<file path="config.mk">
export PLATFORM = sky130hd
export DESIGN_NAME = ascon_job_arbiter_flat
export DESIGN_NICKNAME = d
export VERILOG_FILES = /design/src/rtl/ascon_job_arbiter_if.sv /design/src/rtl/ascon_job_arbiter.sv /design/src/flat_wrapper.sv
export SDC_FILE = /design/constraint.sdc
export NUM_CORES = 1
export LEC_CHECK = 0
export CAP_MARGIN = 20
export CELL_PAD_IN_SITES_DETAIL_PLACEMENT = 1
export CELL_PAD_IN_SITES_GLOBAL_PLACEMENT = 2
export CORE_MARGIN = 5
export CORE_UTILIZATION = 31
export CTS_BUF_LIST = sky130_fd_sc_hd__clkbuf_4
export DETAILED_ROUTE_END_ITERATION = 10
export PLACE_DENSITY_LB_ADDON = 0.05
export SLEW_MARGIN = 20
export SYNTH_ARGS = -nofsm -noshare
export SYNTH_HDL_FRONTEND = slang
export SYNTH_SLANG_ARGS = --single-unit
</file>
<file path="constraint.sdc">
create_clock -name clk -period 2.5 [get_ports clk]
set_clock_uncertainty 0.05 [all_clocks]
set_input_delay 0.375 -clock clk [delete_from_list [all_inputs] [get_ports clk]]
set_output_delay 0.375 -clock clk [all_outputs]
set_load 0.01 [all_outputs]
</file>
<file path="src/rtl/ascon_job_arbiter_if.sv">
// Handshake bundle between the Ascon job arbiter, its two requesters, the PUF and the Ascon core.
// The master modport is the arbiter side; the slave modport is the surrounding environment.
interface ascon_job_arbiter_if;
  logic        enc_req;
  logic        dec_req;
  logic        enc_ack;
  logic        dec_ack;
  logic        job_err;
  logic [4:0]  cfg_challenge;
  logic        key_flush;
  logic        puf_generate;
  logic [4:0]  puf_challenge;
  logic        puf_ready;
  logic [15:0] puf_response;
  logic [15:0] key_out;
  logic        key_valid;
  logic        core_start;
  logic        core_mode;
  logic        core_done;
  logic        busy;

  modport master (
    input  enc_req, dec_req, cfg_challenge, key_flush, puf_ready, puf_response, core_done,
    output enc_ack, dec_ack, job_err, puf_generate, puf_challenge, key_out, key_valid,
    output core_start, core_mode, busy
  );

  modport slave (
    output enc_req, dec_req, cfg_challenge, key_flush, puf_ready, puf_response, core_done,
    input  enc_ack, dec_ack, job_err, puf_generate, puf_challenge, key_out, key_valid,
    input  core_start, core_mode, busy
  );
endinterface

</file>
<file path="src/rtl/ascon_job_arbiter.sv">
// Round-robin job sequencer sharing one PUF-keyed Ascon core between encrypt and decrypt.
// Optional KEY_REFRESH_EN: drop the key after REFRESH_JOBS successful jobs to force a re-fetch.
module ascon_job_arbiter #(
  parameter int unsigned PUF_TIMEOUT  = 64,
  parameter int unsigned CORE_TIMEOUT = 256,
  parameter int unsigned REFRESH_JOBS = 16
) (
  input logic                 clk,
  input logic                 rst_n,
  ascon_job_arbiter_if.master bus_io
);
  // Timer is sized for the larger timeout so neither limit can be unreachable.
  localparam int unsigned TmoMax = (PUF_TIMEOUT > CORE_TIMEOUT) ? PUF_TIMEOUT : CORE_TIMEOUT;
  localparam int unsigned TimerW = $clog2(TmoMax + 1);
  localparam logic [TimerW-1:0] PufLast  = TimerW'(PUF_TIMEOUT - 1);
  localparam logic [TimerW-1:0] CoreLast = TimerW'(CORE_TIMEOUT - 1);

  typedef enum logic [2:0] {
    StIdle, StKeyReq, StKeyWait, StStart, StBusy, StDone, StErr
  } state_e;

  state_e              state_q, state_d;
  logic                mode_q, mode_d;
  logic                last_grant_q, last_grant_d;
  logic [TimerW-1:0]   timer_q, timer_d, timer_inc;
  logic                flush_pend_q, flush_pend_d;
  logic [15:0]         key_q, key_d;
  logic                key_valid_q, key_valid_d;
  logic [4:0]          puf_chal_q, puf_chal_d;
  logic                enc_ack_q, dec_ack_q, job_err_q, puf_gen_q, core_start_q, busy_q;
  logic                grant;
  logic                refresh_hit;

`ifdef KEY_REFRESH_EN
  localparam logic [7:0] RefreshJobs8 = 8'(REFRESH_JOBS);
  logic [7:0] job_cnt_q, job_cnt_d;

  always_comb begin
    job_cnt_d   = job_cnt_q;
    refresh_hit = 1'b0;
    if (state_q == StDone) begin
      if (job_cnt_q + 8'd1 >= RefreshJobs8) begin
        job_cnt_d   = '0;
        refresh_hit = 1'b1;
      end else begin
        job_cnt_d = job_cnt_q + 8'd1;
      end
    end
    if (state_q == StErr || bus_io.key_flush || flush_pend_q) job_cnt_d = '0;
  end

  always_ff @(posedge clk or negedge rst_n) begin
    if (!rst_n) job_cnt_q <= '0;
    else        job_cnt_q <= job_cnt_d;
  end
`else
  assign refresh_hit = 1'b0;
`endif

  always_comb begin
    state_d      = state_q;
    mode_d       = mode_q;
    last_grant_d = last_grant_q;
    timer_d      = timer_q;
    flush_pend_d = flush_pend_q;
    key_d        = key_q;
    key_valid_d  = key_valid_q;
    puf_chal_d   = puf_chal_q;
    grant        = 1'b0;
    timer_inc    = (timer_q == '1) ? timer_q : timer_q + 1'b1;

    if (bus_io.key_flush && state_q != StIdle) flush_pend_d = 1'b1;

    unique case (state_q)
      StIdle: begin
        if (bus_io.key_flush) key_valid_d = 1'b0;
        if (bus_io.enc_req || bus_io.dec_req) begin
          // 0 = encrypt, 1 = decrypt; on a tie the side not served last wins.
          grant   = (bus_io.enc_req && bus_io.dec_req) ? ~last_grant_q : bus_io.dec_req;
          mode_d  = grant;
          state_d = (key_valid_q && !bus_io.key_flush) ? StStart : StKeyReq;
        end
      end
      StKeyReq: begin
        timer_d = '0;
        state_d = StKeyWait;
      end
      StKeyWait: begin
        if (bus_io.puf_ready) begin
          key_d       = bus_io.puf_response;
          key_valid_d = 1'b1;
          state_d     = StStart;
        end else if (timer_q >= PufLast) begin
          state_d = StErr;
        end else begin
          timer_d = timer_inc;
        end
      end
      StStart: begin
        timer_d = '0;
        state_d = StBusy;
      end
      StBusy: begin
        if (bus_io.core_done)          state_d = StDone;
        else if (timer_q >= CoreLast)  state_d = StErr;
        else                           timer_d = timer_inc;
      end
      StDone: begin
        last_grant_d = mode_q;
        if (refresh_hit) key_valid_d = 1'b0;
        state_d = StIdle;
      end
      StErr: begin
        last_grant_d = mode_q;
        key_valid_d  = 1'b0;
        key_d        = '0;
        state_d      = StIdle;
      end
      default: state_d = StIdle;
    endcase

    // A flush seen mid-job lands only once the job has been acknowledged.
    if ((state_q == StDone || state_q == StErr) && (flush_pend_q || bus_io.key_flush)) begin
      key_valid_d  = 1'b0;
      flush_pend_d = 1'b0;
    end

    if (state_d == StKeyReq)       puf_chal_d = bus_io.cfg_challenge;
    else if (state_d != StKeyWait) puf_chal_d = '0;
  end

  always_ff @(posedge clk or negedge rst_n) begin
    if (!rst_n) begin
      state_q      <= StIdle;
      mode_q       <= 1'b0;
      last_grant_q <= 1'b1;
      timer_q      <= '0;
      flush_pend_q <= 1'b0;
      key_q        <= '0;
      key_valid_q  <= 1'b0;
      puf_chal_q   <= '0;
      enc_ack_q    <= 1'b0;
      dec_ack_q    <= 1'b0;
      job_err_q    <= 1'b0;
      puf_gen_q    <= 1'b0;
      core_start_q <= 1'b0;
      busy_q       <= 1'b0;
    end else begin
      state_q      <= state_d;
      mode_q       <= mode_d;
      last_grant_q <= last_grant_d;
      timer_q      <= timer_d;
      flush_pend_q <= flush_pend_d;
      key_q        <= key_d;
      key_valid_q  <= key_valid_d;
      puf_chal_q   <= puf_chal_d;
      enc_ack_q    <= (state_d == StDone || state_d == StErr) && !mode_d;
      dec_ack_q    <= (state_d == StDone || state_d == StErr) && mode_d;
      job_err_q    <= (state_d == StErr);
      puf_gen_q    <= (state_d == StKeyReq);
      core_start_q <= (state_d == StStart);
      busy_q       <= (state_d != StIdle);
    end
  end

  assign bus_io.enc_ack       = enc_ack_q;
  assign bus_io.dec_ack       = dec_ack_q;
  assign bus_io.job_err       = job_err_q;
  assign bus_io.puf_generate  = puf_gen_q;
  assign bus_io.puf_challenge = puf_chal_q;
  assign bus_io.key_out       = key_q;
  assign bus_io.key_valid     = key_valid_q;
  assign bus_io.core_start    = core_start_q;
  assign bus_io.core_mode     = mode_q;
  assign bus_io.busy          = busy_q;
endmodule
</file>
<file path="src/flat_wrapper.sv">
// flat-port wrapper written by rule: the top's interface ports become plain ports
module ascon_job_arbiter_flat 
#(
  parameter int unsigned PUF_TIMEOUT  = 64,
  parameter int unsigned CORE_TIMEOUT = 256,
  parameter int unsigned REFRESH_JOBS = 16
)
  (clk, rst_n, bus_io_enc_req, bus_io_dec_req, bus_io_cfg_challenge, bus_io_key_flush, bus_io_puf_ready, bus_io_puf_response, bus_io_core_done, bus_io_enc_ack, bus_io_dec_ack, bus_io_job_err, bus_io_puf_generate, bus_io_puf_challenge, bus_io_key_out, bus_io_key_valid, bus_io_core_start, bus_io_core_mode, bus_io_busy);
  ascon_job_arbiter_if bus_io_i ();
  input logic clk;
  input logic rst_n;
  input wire logic [$bits(bus_io_i.enc_req)-1:0] bus_io_enc_req;
  input wire logic [$bits(bus_io_i.dec_req)-1:0] bus_io_dec_req;
  input wire logic [$bits(bus_io_i.cfg_challenge)-1:0] bus_io_cfg_challenge;
  input wire logic [$bits(bus_io_i.key_flush)-1:0] bus_io_key_flush;
  input wire logic [$bits(bus_io_i.puf_ready)-1:0] bus_io_puf_ready;
  input wire logic [$bits(bus_io_i.puf_response)-1:0] bus_io_puf_response;
  input wire logic [$bits(bus_io_i.core_done)-1:0] bus_io_core_done;
  output wire logic [$bits(bus_io_i.enc_ack)-1:0] bus_io_enc_ack;
  output wire logic [$bits(bus_io_i.dec_ack)-1:0] bus_io_dec_ack;
  output wire logic [$bits(bus_io_i.job_err)-1:0] bus_io_job_err;
  output wire logic [$bits(bus_io_i.puf_generate)-1:0] bus_io_puf_generate;
  output wire logic [$bits(bus_io_i.puf_challenge)-1:0] bus_io_puf_challenge;
  output wire logic [$bits(bus_io_i.key_out)-1:0] bus_io_key_out;
  output wire logic [$bits(bus_io_i.key_valid)-1:0] bus_io_key_valid;
  output wire logic [$bits(bus_io_i.core_start)-1:0] bus_io_core_start;
  output wire logic [$bits(bus_io_i.core_mode)-1:0] bus_io_core_mode;
  output wire logic [$bits(bus_io_i.busy)-1:0] bus_io_busy;
  assign bus_io_i.enc_req = bus_io_enc_req;
  assign bus_io_i.dec_req = bus_io_dec_req;
  assign bus_io_i.cfg_challenge = bus_io_cfg_challenge;
  assign bus_io_i.key_flush = bus_io_key_flush;
  assign bus_io_i.puf_ready = bus_io_puf_ready;
  assign bus_io_i.puf_response = bus_io_puf_response;
  assign bus_io_i.core_done = bus_io_core_done;
  assign bus_io_enc_ack = bus_io_i.enc_ack;
  assign bus_io_dec_ack = bus_io_i.dec_ack;
  assign bus_io_job_err = bus_io_i.job_err;
  assign bus_io_puf_generate = bus_io_i.puf_generate;
  assign bus_io_puf_challenge = bus_io_i.puf_challenge;
  assign bus_io_key_out = bus_io_i.key_out;
  assign bus_io_key_valid = bus_io_i.key_valid;
  assign bus_io_core_start = bus_io_i.core_start;
  assign bus_io_core_mode = bus_io_i.core_mode;
  assign bus_io_busy = bus_io_i.busy;
  ascon_job_arbiter #(.PUF_TIMEOUT(PUF_TIMEOUT), .CORE_TIMEOUT(CORE_TIMEOUT), .REFRESH_JOBS(REFRESH_JOBS)) u_core (.clk(clk), .rst_n(rst_n), .bus_io(bus_io_i));
endmodule
</file>
==> results by group <==
Run status
  • Status: complete, no violations

Worst setup path
  • Buf+Inv Stages, Crit Path: 1
  • Reg-to-reg slack, setup: a little over 0.3 ns
  • Startpoint Class: flip-flop
  • CP top delay family: simple AND/OR/NAND/NOR gates
  • Worst r2r src: u_core.timer_q[0]$_DFFE_PN0P_
  • Crit-path slowest cell: dfrtp_1
  • Worst Reg-to-Reg Cells: 10
  • CP Max Fanout: 6
  • CP Class: reg2reg
  • CP Cell Sequence: ha_1 > nand2_1 > nor3_1 > ha_1 > nor2_1 > nor2_2 > o21ai_2 > and2_1 > inv_2 > or3_1
  • Largest stage delay, worst path: between 0.4 and 0.5 ns
  • Crit path DAT: around 2.4 ns
  • Worst r2r dst: u_core.bus_io.busy$_DFF_PN0_
  • Endpoint type of the worst setup path: flip-flop
  • Cell mode on critical path: ha_1
  • CP required: 2.69 ns

Flow run
  • # Max-Cap Violations: 0

Synth
  • Main synth FF type: dfrtp_1
  • Synth top area cells: dfrtp_1 53%, a22o_1 9.2%, a21oi_1 2.8%, nand2_1 2.6%, mux2_2 2.3%
  • Largest area contributor in the netlist: dfrtp_1
  • Seq cells post-synth: 43
  • Mapped Area: roughly 2000 um^2
  • Netlist cell types: 48
  • Mapped Nets: 211
  • Syn_area_per_cell: 11.1 um^2
  • Mapped Cells: 180
  • Yosys top cell area share: 0.527
  • Number of synthesized flops with an enable pin: 0
  • Async S/R FF share, synth: 1.00
  • Seq/Total Area, Yosys: 0.540
  • Synthesis warning total: 0

STA
  • Final setup viols: 0
  • Minimum clock period: 2.19 ns
  • Fin. Hold Viols: 0
  • RSZ-0062 raised after global routing: false
  • Total negative setup slack: 0 ns
  • Slew @ Worst Pin: slightly above 0.9 ns
  • Slew headroom: 0.381
  • Period utilization: 0.877
  • Min Hold Slack: between 0.4 and 0.5 ns
  • Max Clk Rate: around 460 MHz
  • Slew Limit Fails: 0

Hold path
  • Worst hold start: u_core.bus_io.key_out[4]$_DFFE_PN0P_
  • Hold Crit Depth: 1
  • Hold WC Path Type: reg2reg
  • Hold worst-path end: u_core.bus_io.key_out[4]$_DFFE_PN0P_

Route
  • Wire per inst: around 17 um
  • Via count: 1689
  • Drt first pass iters: 4
  • DRC Markers: 0
  • Antenna Nets Post-Route: 0
  • First DRT Iteration DRCs: 32
  • Total Wirelength: about 5500 um
  • Via density: approximately 5.2

Clock tree
  • Latest clock arrival within the worst-skew pair: around 0.35 ns
  • TritonCTS clock tree: yes
  • TritonCTS Buffers: 5
  • H-Tree Depth: 2
  • Total clock sinks: 43
  • Bufs on Longest Clock Path: 2
  • CTS clk-pin slew, worst paths: around 0.14 ns
  • CTS root buffer: clkbuf_4

Pwr
  • Pwr Density: ~1000 nW/um^2
  • Leak: 1.19 nW
  • Final Total Pwr: ~2.9 mW
  • Worst vdd ir: 0.488 mV

Placed design
  • Final RePlAce weighted congestion: slightly above 0.8
  • Buffers on Ports: 56
  • Post-placement cell area: 2680 um^2
  • DP HPWL: between 4000 and 5000 um
  • Placed instance count: 315

Cells and area
  • Ant. Diodes: 0
  • Final nets: between 200 and 300
  • Fillers: 710
  • Fin cells: approximately 320
  • Area Overhead vs Synth: 38.2%
  • Final instance area: about 2800 um^2
  • Layout cell share with drive strength beyond 1: 0.174

Global routing
  • Grt ovf: 0
  • Initial antenna violation count: 0
  • Vias in the first global route: around 1.9k
  • First-pass GRT wire length: 9400 um
  • Largest net degree at the start of global routing: 44
  • Gr usage total: 0.140

Floorplanning
  • Core area: ~6300 um^2
  • Initial Utilization: 0.316
  • Std-Cell Rows: 29
  • Die area: around 8000 um^2
  • Die Y: 90.2 um
  • Die W: 90.2 um
  • # IOs: 57
-- worst register-to-register path, stage by stage, from the launching register on --
cell and delay (ns):
dfrtp_1 0.44, ha_1 0.23, nand2_1 0.09, nor3_1 0.07, ha_1 0.18, nor2_1 0.13, nor2_2 0.09, o21ai_2 0.21
and2_1 0.23, inv_2 0.06, or3_1 0.32
-- worst max-delay path by stage --
stage	cells past startpoint	start	slack (ns)	endpoint
floorplan	9	u_core.timer_q[0]$_DFFE_PN0P_	0.39	u_core.timer_q[0]$_DFFE_PN0P_
global placement	9	u_core.timer_q[0]$_DFFE_PN0P_	0.16	u_core.timer_q[8]$_DFFE_PN0P_
detailed placement	6	bus_io_puf_ready	0.06	u_core.timer_q[7]$_DFFE_PN0P_
CTS	9	u_core.timer_q[0]$_DFFE_PN0P_	0.15	u_core.timer_q[0]$_DFFE_PN0P_
global route	9	u_core.timer_q[0]$_DFFE_PN0P_	0.15	u_core.timer_q[0]$_DFFE_PN0P_
finish	10	u_core.timer_q[0]$_DFFE_PN0P_	0.31	u_core.bus_io.busy$_DFF_PN0_
-- synthesized netlist by cell type, types with 4 or more instances --
cell	n
nand3_1	4
nand2b_1	4
inv_1	5
dfrtp_1	42
nor3_1	7
a21oi_1	11
nand2_1	14
mux2_2	4
a31o_2	5
a22o_1	21
clkbuf_1	4
nor2_1	12
-- per-stage QoR --
step | utilization | setup WS [ns]
5_1_grt | 0.437 | 0.148
4_1_cts | 0.434 | 0.149
2_1_floorplan | - | 0.390
6_report | 0.437 | 0.308
3_5_place_dp | 0.425 | 0.0632
3_3_place_gp | 0.425 | 0.156
-- flip-flops by register name, indices dropped and copies added, names as in the netlist --
name	count
u_core.bus_io.key_out	16
u_core.flush_pend_q	1
u_core.bus_io.puf_generate	1
u_core.bus_io.core_mode	1
u_core.state_q	3
u_core.timer_q	9
u_core.bus_io.key_valid	1
u_core.bus_io.core_start	1
u_core.bus_io.job_err	1
u_core.bus_io.busy	1
u_core.bus_io.enc_ack	1
u_core.last_grant_q	1
u_core.bus_io.puf_challenge	5
u_core.bus_io.dec_ack	1
-- placed cells by master (no fill, tap or decap), drive strengths merged, types with 3 or more instances in the layout --
cell type	synthesis	routed
a21oi	12	12
a22o	21	21
a31o	5	5
buf	4	11
clkbuf	4	6
clkdlybuf4s50	0	55
dfrtp	42	42
ha	3	3
inv	7	7
mux2	4	4
nand2	14	14
nand2b	4	4
nand3	5	5
nor2	12	12
nor3	7	7
nor4	4	4
o21ai	4	4
-- repair_timing --
item | CTS | global route
hold buffers | 0 | 1
setup endpoints to repair | 0 | 1
gates resized for setup | 0 | 1
setup buffers | 0 | 0
hold endpoints to repair | 0 | 38
-- area by class of cell --
| cell class | instances | area (um^2) | area share |
|---|---|---|---|
| sequential | 43 | 1080 | 0.391 |
| multi-input combinational | 122 | 856 | 0.310 |
| timing repair buffer | 67 | 643 | 0.233 |
| tap | 77 | 96.3 | 0.0350 |
| clock buffer | 6 | 45.0 | 0.0163 |
| inverter | 7 | 26.3 | 0.00953 |
| clock inverter | 2 | 12.5 | 0.00454 |
-- per-layer routing --
metal,vias up,wire length (um),share of wire,GRT usage
met5,-,0,0,0
met2,31,2970,0.54,0.251
li1,794,-,-,-
met3,5,199,0.036,0.0334
met1,859,2330,0.42,0.168
met4,0,51,0.0092,0.0372
-- kinds of logic after synthesis --
logic type	count (synthesis)	share of synthesized area
AO/OA/AOI/OAI	56	0.222
adder cells (fa/ha/maj)	3	0.0188
buffers and inverters	15	0.0320
flip-flops	43	0.540
multiplexers	4	0.0226
AND/OR/NAND/NOR	59	0.164
-- power by group --
part | internal [mW] | leakage [nW] | switching (mW)
registers | 0.939 | 0.554 | 0.179
clock network | 0.120 | 0.0317 | 0.229
logic | 0.746 | 0.602 | 0.680
No activity file was read; power rests on OpenSTA's default activity.
